## config.mk

```make
export PLATFORM = sky130hd
export DESIGN_NAME = pc_fetch_if_flat
export DESIGN_NICKNAME = d
export VERILOG_FILES = /design/src/rtl/pc_fetch_if_if.sv /design/src/rtl/pc_fetch_if.sv /design/src/flat_wrapper.sv
export SDC_FILE = /design/constraint.sdc
export NUM_CORES = 1
export LEC_CHECK = 0
export CAP_MARGIN = 10
export CELL_PAD_IN_SITES_DETAIL_PLACEMENT = 1
export CELL_PAD_IN_SITES_GLOBAL_PLACEMENT = 2
export CORE_MARGIN = 2
export CORE_UTILIZATION = 27
export DETAILED_ROUTE_END_ITERATION = 8
export PLACE_DENSITY_LB_ADDON = 0.1
export SLEW_MARGIN = 25
export SYNTH_ARGS = -nofsm -noshare
export SYNTH_HDL_FRONTEND = slang
export SYNTH_SLANG_ARGS = --single-unit
```

## constraint.sdc

```tcl
create_clock -name clk -period 2.8 [get_ports clk]
set_input_delay 0.28 -clock clk [delete_from_list [all_inputs] [get_ports clk]]
set_output_delay 0.28 -clock clk [all_outputs]
set_load 0.05 [all_outputs]
```

## src/rtl/pc_fetch_if_if.sv

```systemverilog
// pc_fetch_if_if: sram-like instruction port between the fetch stage and memory.
interface pc_fetch_if_if;
    logic        inst_req;
    logic [31:0] inst_addr;
    logic        inst_addr_ok;
    logic        inst_data_ok;
    logic [31:0] inst_rdata;
    modport master (
        output inst_req,
        output inst_addr,
        input  inst_addr_ok,
        input  inst_data_ok,
        input  inst_rdata
    );
    modport slave (
        input  inst_req,
        input  inst_addr,
        output inst_addr_ok,
        output inst_data_ok,
        output inst_rdata
    );
endinterface

```

## src/rtl/pc_fetch_if.sv

```systemverilog
// pc_fetch_if: IF stage; holds the PC, fetches one instruction at a time and
// redirects on ID branches (delay-slot aware) and on exception flushes.
module pc_fetch_if #(
    parameter logic [31:0] RESET_PC = 32'hBFC0_0000
) (
    input  logic          clk,
    input  logic          resetn,
    input  logic          branch_jump,
    input  logic [31:0]   bj_address,
    input  logic          id_allow_in,
    input  logic          flush,
    input  logic [31:0]   flush_pc,
    pc_fetch_if_if.master bus,
    output logic          if_valid,
    output logic [31:0]   if_pc,
    output logic [31:0]   if_inst
);
    typedef enum logic [1:0] {S_REQ, S_WAIT, S_OUT, S_DISCARD} state_t;
    state_t      state, state_nx;
    logic [31:0] pc, pc_nx, pend_tgt, pend_tgt_nx, issued_pc, issued_pc_nx;
    logic        pend, pend_nx;
    logic        taken, addr_acc, data_take;

    assign taken         = branch_jump & id_allow_in;
    assign addr_acc      = (state == S_REQ) & bus.inst_addr_ok;
    assign data_take     = (state == S_WAIT) & bus.inst_data_ok & ~flush;
    assign bus.inst_req  = resetn & (state == S_REQ);
    assign bus.inst_addr = pc;
    assign if_valid      = state == S_OUT;

    always_comb begin
        state_nx = state;
        case (state)
            S_REQ:     state_nx = bus.inst_addr_ok ? (flush ? S_DISCARD : S_WAIT) : S_REQ;
            S_WAIT:    state_nx = bus.inst_data_ok ? (flush ? S_REQ : S_OUT)
                                                   : (flush ? S_DISCARD : S_WAIT);
            S_OUT:     state_nx = (flush | id_allow_in) ? S_REQ : S_OUT;
            S_DISCARD: state_nx = bus.inst_data_ok ? S_REQ : S_DISCARD;
            default:   state_nx = S_REQ;
        endcase
    end

    // A taken branch before the delay slot is issued is parked in pend/pend_tgt.
    always_comb begin
        pc_nx        = pc;
        pend_nx      = pend;
        pend_tgt_nx  = pend_tgt;
        issued_pc_nx = addr_acc ? pc : issued_pc;
        if (flush) begin
            pc_nx   = flush_pc;
            pend_nx = 1'b0;
        end else if (addr_acc) begin
            pc_nx   = taken ? bj_address : pend ? pend_tgt : pc + 32'd4;
            pend_nx = 1'b0;
        end else if (taken && state == S_REQ) begin
            pend_nx     = 1'b1;
            pend_tgt_nx = bj_address;
        end else if (taken && (state == S_WAIT || state == S_OUT)) begin
            pc_nx = bj_address;
        end
    end

    always_ff @(posedge clk) begin
        if (!resetn) begin
            state     <= S_REQ;
            pc        <= RESET_PC;
            pend      <= 1'b0;
            pend_tgt  <= 32'd0;
            issued_pc <= 32'd0;
            if_pc     <= 32'd0;
            if_inst   <= 32'd0;
        end else begin
            state     <= state_nx;
            pc        <= pc_nx;
            pend      <= pend_nx;
            pend_tgt  <= pend_tgt_nx;
            issued_pc <= issued_pc_nx;
            if (data_take) begin
                if_pc   <= issued_pc;
                if_inst <= bus.inst_rdata;
            end
        end
    end
endmodule

```

## src/flat_wrapper.sv

```systemverilog
// flat-port wrapper written by rule: the top's interface ports become plain ports
module pc_fetch_if_flat 
#(
    parameter logic [31:0] RESET_PC = 32'hBFC0_0000
)
  (clk, resetn, branch_jump, bj_address, id_allow_in, flush, flush_pc, if_valid, if_pc, if_inst, bus_inst_req, bus_inst_addr, bus_inst_addr_ok, bus_inst_data_ok, bus_inst_rdata);
  pc_fetch_if_if bus_i ();
  input  logic clk;
  input  logic resetn;
  input  logic branch_jump;
  input  logic [31:0] bj_address;
  input  logic id_allow_in;
  input  logic flush;
  input  logic [31:0] flush_pc;
  output logic if_valid;
  output logic [31:0] if_pc;
  output logic [31:0] if_inst;
  output wire logic [$bits(bus_i.inst_req)-1:0] bus_inst_req;
  output wire logic [$bits(bus_i.inst_addr)-1:0] bus_inst_addr;
  input wire logic [$bits(bus_i.inst_addr_ok)-1:0] bus_inst_addr_ok;
  input wire logic [$bits(bus_i.inst_data_ok)-1:0] bus_inst_data_ok;
  input wire logic [$bits(bus_i.inst_rdata)-1:0] bus_inst_rdata;
  assign bus_inst_req = bus_i.inst_req;
  assign bus_inst_addr = bus_i.inst_addr;
  assign bus_i.inst_addr_ok = bus_inst_addr_ok;
  assign bus_i.inst_data_ok = bus_inst_data_ok;
  assign bus_i.inst_rdata = bus_inst_rdata;
  pc_fetch_if #(.RESET_PC(RESET_PC)) u_core (.clk(clk), .resetn(resetn), .branch_jump(branch_jump), .bj_address(bj_address), .id_allow_in(id_allow_in), .flush(flush), .flush_pc(flush_pc), .bus(bus_i), .if_valid(if_valid), .if_pc(if_pc), .if_inst(if_inst));
endmodule
```

==> results.sh, run 1 <==
export IMPL_clkTransAtPathRegs_ns=0.07
export IMPL_peakVddDrop_v=0.000370
export IMPL_final_cell_area_um2=10600
export IMPL_synthAdderAreaFrac_pct=1.03
export IMPL_path_class="flop to flop"
export IMPL_wirelength_mm=29.2
export IMPL_synth_compound_area_share_pct=22.4
export IMPL_synth_top_area_share_pct=44.7
export IMPL_cts_buffer_depth=2
export IMPL_antenna_found_initial=0
export IMPL_grt_ovfl_total=0
export IMPL_antenna_left=0
export IMPL_max_slew_margin_rel_pct=56.3
export IMPL_die_w_um=168
export IMPL_grt_pass1_wl_mm=44.4
export IMPL_arrival_ns=2.85
export IMPL_tightestPinTransition_ns=0.655
export IMPL_io_pins=201
export IMPL_leakagePower_nw=3.64
export IMPL_register_area_um2=3260
export IMPL_cts_max_level=4
export IMPL_fin_tns_setup_ns=0
export IMPL_avgSynthCellArea_um2=7.59
export IMPL_synth_xor_area_share_pct=1.44
export IMPL_wl_per_cell_um=19.4
export IMPL_place_gp_congestion=0.844
export IMPL_drc=0
export IMPL_grt_max_degree=90
export IMPL_yosysTopAreaCell="dfxtp_1"
export IMPL_netlist_area_um2=7300
export IMPL_hold_path_class="input pin to flop"
export IMPL_crit_fanout=8
export IMPL_crit_chain="ha_1, nand3_2, or4_1, nor3_2, mux2_1, a311o_1"
export IMPL_synthTopCellsByArea="dfxtp_1, nand2_1, a21oi_1"
export IMPL_place_area_um2=9930
export IMPL_nFillCells=3219
export IMPL_core_rowCount=60
export IMPL_hpwl_mm=21.2
export IMPL_post_route_period_util_pct=90.6
export IMPL_drt_pass1_iterations=5
export IMPL_drt_vias_per_instance=4.97
export IMPL_hold_viol_final=0
export IMPL_synth_ff_latch_count=163
export IMPL_drv_slew=0
export IMPL_async_flop_share_pct=0
export IMPL_final_nets=1265
export IMPL_synthCells=961
export IMPL_num_vias=7503
export IMPL_first_global_vias=7274
export IMPL_drv_cap=0
export IMPL_yosys_area_share_simple_pct=25.1
export IMPL_synthToLayoutAreaGrowth_pct=44.8
export IMPL_core_um2=26700
export IMPL_rsz0062_at_grt="false"
export IMPL_setup_viol=0
export IMPL_insertion_delay_ns=0.43
export IMPL_timing_final_crit_period_ns=2.54
export IMPL_fmax_mhz=394
export IMPL_synth_top_family_by_area="simple AND/OR/NAND/NOR gates"
export IMPL_slowest_delay_ns=0.73
export IMPL_syn_nets=1070
export IMPL_timing_hold_ws_ns=0.390
export IMPL_skew_ns=0.0154
export IMPL_cts_buffers=17
export IMPL_worstSetupEndpointType="flop"
export IMPL_multi_input_comb_area_um2=3710
export IMPL_antenna_cells=0
export IMPL_synth_seq_area_share_pct=44.7
export IMPL_layout_setup_ws_ns=0.263
export IMPL_cts_root_buf="clkbuf_16"
export IMPL_synthFlopType="dfxtp_1"
export IMPL_pre_cts_slack_ns=0.288
export IMPL_io_buffer_count=200
export IMPL_layout_drive_gt1_share_pct=8.05
export IMPL_yosysWarnings=0
export IMPL_cts_hold_repair_buffers=0
export IMPL_cts_sinks=163
export IMPL_die_area_um2=28400
export IMPL_cts_tree="built"
export IMPL_synth_mux_area_share_pct=0.703
export IMPL_power_density_nw_per_um2=591
export IMPL_postCtsSetupRepairBufs=0
export IMPL_cp_slowest_cell="or4_1"
export IMPL_synth_distinct_cells=62
export IMPL_drtIter0Drc=447
export IMPL_synth_edf_count=0
export IMPL_start_kind="flop"
export IMPL_start_util_pct=27.3
export IMPL_cts_resized=0
export IMPL_required_ns=3.11
export IMPL_status="completed"
export IMPL_die_h_um=168
export IMPL_grt_use_total_pct=20.3
==> path summary, 6_finish.rpt <==
kind | start | to | cells past startpoint | slack, ns
worst max-delay path | u_core.bus.inst_addr[2] | u_core.bus.inst_addr[30] | 6 | 0.26
worst min register to register | u_core.issued_pc[6] | u_core.if_pc[6] | 2 | 0.45
worst max register to register | u_core.bus.inst_addr[2] | u_core.bus.inst_addr[30] | 6 | 0.26
worst min-delay path | bus_inst_rdata[4] | u_core.if_inst[4] | 3 | 0.39
==> critical path: cells and delay by family (launching register included) <==
| family | cells | cell delay, ns |
|---|---|---|
| and+or+nand+nor | 3 | 1.09 |
| DFF | 1 | 0.46 |
| muxes | 1 | 0.35 |
| AOI/OAI and AO/OA | 1 | 0.26 |
| adders and majority gates | 1 | 0.25 |
==> final cells by class <==
class / count / share of cell area (%)
clock inverter: 14 / 2.04
inverter: 13 / 0.485
multi-input combinational: 711 / 35.1
sequential: 163 / 30.9
tap: 341 / 4.04
clock buffer: 17 / 4.03
timing repair buffer: 250 / 23.4
==> kinds of logic (layout without fill, tap and decap cells) <==
family                   count (synthesis)  count (layout)
buffers and inverters                   87             294
multiplexers                             5               5
XOR/XNOR                                12              12
adder cells (fa/ha/maj)                  6               6
flip-flops                             163             163
AO/OA/AOI/OAI                          267             267
AND/OR/NAND/NOR                        421             421
==> layer usage <==
layer	wire length (um)	up-vias	global-route usage (%)
met5	0	-	0
met2	12800	163	31.0
li1	-	3729	-
met4	405	0	5.28
met1	15000	3587	30.2
met3	1030	24	2.54
==> cells in the final DEF, fill, tap and decap left out, drive strengths merged, types with 5 or more instances in the layout <==
cell             n
nand4           11
o22ai            6
nand3           24
dfxtp          163
buf             51
o221ai           9
nor2            29
ha               6
xnor2            6
and3             9
o211ai           8
a221oi           7
a311oi           5
nand2          299
nand2b           8
o31ai            5
nor4             8
clkbuf          17
clkdlybuf4s50  199
o21ai           22
nor3            17
a21oi          149
xor2             6
a211oi          10
inv             20
==> synth_stat cells, drive strengths merged, types with 3 or more instances <==
cell type	instances
nand4	11
nand3	24
a21oi	149
a22oi	4
o221ai	9
o41ai	4
o22ai	6
and3	9
a211oi	10
a211o	3
o31ai	5
nand2	299
xor2	6
o21ai	22
clkbuf	63
and4	4
o211ai	8
a221oi	7
buf	11
a31oi	4
o21a	4
nor3	17
o311a	3
inv	13
mux2i	4
a311oi	5
dfxtp	163
nor4	8
and2	4
nand2b	8
ha	6
xnor2	6
nor2	29
o31a	4
==> where the power goes <==
part           switching (mW)  internal (mW)
combinational           0.685          0.442
clock                    1.07           1.52
sequential              0.100           2.42
==> per-stage QoR <==
stage               instances  total power, mW  util [%]
floorplan                 961             3.15         -
global placement         1478             3.69      37.1
detailed placement       1478             3.70      37.1
CTS                      1509             6.33      39.5
global route             1509             6.49      39.5
finish                   1509             6.24      39.5
==> flip-flops by register name, summed over array words and instances (netlist names) <==
| signal | cells |
|---|---|
| u_core.if_pc | 32 |
| u_core.pend_tgt | 32 |
| u_core.pend | 1 |
| u_core.bus.inst_addr | 32 |
| u_core.state | 2 |
| u_core.if_inst | 32 |
| u_core.issued_pc | 32 |
Note: power is estimated with default switching activity, not from simulation.
==> inputs of run 2 (changes only) <==
--- a/config.mk
+++ b/config.mk
@@ -8,7 +8,6 @@
 export CAP_MARGIN = 10
 export CELL_PAD_IN_SITES_DETAIL_PLACEMENT = 1
 export CELL_PAD_IN_SITES_GLOBAL_PLACEMENT = 2
-export CORE_MARGIN = 2
 export CORE_UTILIZATION = 27
 export DETAILED_ROUTE_END_ITERATION = 8
 export PLACE_DENSITY_LB_ADDON = 0.1
==> run 2 against run 1 <==
Net effect: the flow now finishes with violations (DRC); clock skew down 0.0061 ns; sequential share of layout area up 0.45 points; hold slack better by 0.0058 ns; design area down 1.4%; clock power down 8.1%; maximum frequency up 0.71%; first-iteration DRC count up 10%; via count up 0.32%; clock-buffer cell count unchanged.
==> results.sh, run 2 (synthesis results as in run 1) <==
export IMPL_core_rowCount=59
export IMPL_crit_fanout=8
export IMPL_io_pins=201
export IMPL_hold_viol_final=0
export IMPL_die_area_um2=27700
export IMPL_post_route_period_util_pct=90.0
export IMPL_antenna_left=0
export IMPL_cts_hold_repair_buffers=0
export IMPL_cts_resized=0
export IMPL_drt_vias_per_instance=5.02
export IMPL_tightestPinTransition_ns=0.647
export IMPL_layout_drive_gt1_share_pct=7.81
export IMPL_postCtsSetupRepairBufs=0
export IMPL_drv_slew=0
export IMPL_hp_start="bus_inst_rdata[12]"
export IMPL_num_vias=7527
export IMPL_cts_buffer_depth=2
export IMPL_grt_max_degree=111
export IMPL_power_density_nw_per_um2=579
export IMPL_cts_root_buf="clkbuf_16"
export IMPL_hold_path_class="input pin to flop"
export IMPL_drc=13
export IMPL_grt_ovfl_total=0
export IMPL_status="finished, violations left"
export IMPL_synthToLayoutAreaGrowth_pct=42.8
export IMPL_worstSetupEndpointType="flop"
export IMPL_drtIter0Drc=492
export IMPL_dp_cells=1468
export IMPL_cts_tree="built"
export IMPL_antenna_cells=0
export IMPL_antenna_found_initial=0
export IMPL_violations="DRC"
export IMPL_peakVddDrop_v=0.000272
export IMPL_core_um2=26300
export IMPL_cts_max_level=4
export IMPL_clkTransAtPathRegs_ns=0.07
export IMPL_first_global_vias=7304
export IMPL_min_path_cells=3
export IMPL_dr_max_layer_used="met4"
export IMPL_wl_per_cell_um=19.3
export IMPL_wirelength_mm=28.9
export IMPL_io_buffer_count=200
export IMPL_multi_input_comb_area_um2=3710
export IMPL_wl_met3_mm=1.14
export IMPL_cts_sinks=163
export IMPL_drt_pass1_iterations=6
export IMPL_grt_pass1_wl_mm=44.9
export IMPL_rsz0062_at_grt="false"
export IMPL_arrival_ns=2.83
export IMPL_r2r_start="u_core.bus.inst_addr[2]"
export IMPL_rrSetupSlack_ns=0.28
export IMPL_crit_chain="ha_1, nand3_2, or4_1, nor3_2, mux2_1, a311o_1"
export IMPL_fin_cells=1500
export IMPL_timing_final_crit_period_ns=2.52
export IMPL_place_gp_congestion=0.837
export IMPL_leakagePower_nw=3.57
export IMPL_routed_wl_met2_mm=12.7
export IMPL_start_kind="flop"
export IMPL_grt_use_total_pct=21.0
export IMPL_register_area_um2=3260
export IMPL_m1WireLength_mm=14.7
export IMPL_final_cell_mix="nand2_1, clkdlybuf4s50_1, dfxtp_1"
export IMPL_setup_viol=0
export IMPL_hpwl_mm=20.7
export IMPL_required_ns=3.11
export IMPL_max_slew_margin_rel_pct=56.9
export IMPL_start_util_pct=27.8
export IMPL_timing_hold_ws_ns=0.396
export IMPL_fin_tns_setup_ns=0
export IMPL_finalPower_mw=6.03
export IMPL_hold_end="u_core.if_inst[12]"
export IMPL_drv_cap=0
export IMPL_cts_buffers=17
export IMPL_cp_slowest_cell="or4_1"
export IMPL_skew_ns=0.00931
export IMPL_fin_util_pct=39.6
export IMPL_path_class="flop to flop"
export IMPL_final_common_cell="nand2_1"
export IMPL_nFillCells=3167
export IMPL_die_h_um=166
export IMPL_insertion_delay_ns=0.43
export IMPL_die_w_um=166
export IMPL_final_nets=1261
export IMPL_slowest_delay_ns=0.72
export IMPL_fmax_mhz=397
export IMPL_timing_rr_end="u_core.bus.inst_addr[30]"
export IMPL_r2r_cells=6
-- run 2: changes by cell type in the layout (fill, tap and decap cells not counted) --
cell | previous run | this run
buf_12 | 8 | 3
bufinv_16 | 4 | 1
clkinvlp_4 | 1 | 4
inv_8 | 2 | 5
inv_6 | 5 | 3
buf_4 | 43 | 44
-- run 2: metrics by stage --
step                instance area (um2)  setup WS [ns]
floorplan                          7300          0.163
global placement                   9830          0.377
detailed placement                 9830          0.308
CTS                               10400          0.290
global route                      10400          0.173
finish                            10400          0.281
-- run 2: worst max-delay path: cells and delay by family (launching register included) --
kind / cells / cell delay (ns)
compound gates: 1 / 0.27
fa+ha+maj: 1 / 0.25
flops: 1 / 0.46
mux: 1 / 0.34
simple gates: 3 / 1.09
-- run 2: where the power goes --
part | total (mW) | internal [mW] | switching, mW | leakage, nW
registers | 2.51 | 2.42 | 0.0935 | 1.33
logic | 1.13 | 0.433 | 0.695 | 1.96
clock network | 2.39 | 1.27 | 1.12 | 0.279
total | 6.03 | 4.12 | 1.91 | 3.57
-- run 2: area by class of cell --
| type | instances | area share (%) |
|---|---|---|
| multi-input cells | 711 | 35.6 |
| flip-flops and latches | 163 | 31.3 |
| repair buffers | 246 | 22.9 |
| clock buffers | 17 | 4.08 |
| well taps | 335 | 4.02 |
| clock inverters | 15 | 1.57 |
| inverters | 13 | 0.493 |
-- run 2: worst max-delay path by stage --
stage / startpoint / to / slack [ns] / depth (start not counted)
after global routing: u_core.bus.inst_addr[2] / u_core.bus.inst_addr[30] / 0.17 / 6
after detailed placement: u_core.bus.inst_addr[2] / u_core.bus.inst_addr[30] / 0.31 / 6
final: u_core.bus.inst_addr[2] / u_core.bus.inst_addr[30] / 0.28 / 6
after global placement: u_core.bus.inst_addr[2] / u_core.bus.inst_addr[30] / 0.38 / 6
after CTS: u_core.bus.inst_addr[2] / u_core.bus.inst_addr[30] / 0.29 / 6
after floorplan: u_core.bus.inst_addr[2] / u_core.bus.inst_addr[30] / 0.16 / 7
-- run 2: metal layers --
layer	GRT usage [%]	vias up
li1	-	3715
met1	30.9	3599
met2	31.5	183
met3	3.05	30
met4	5.84	0
met5	0	-
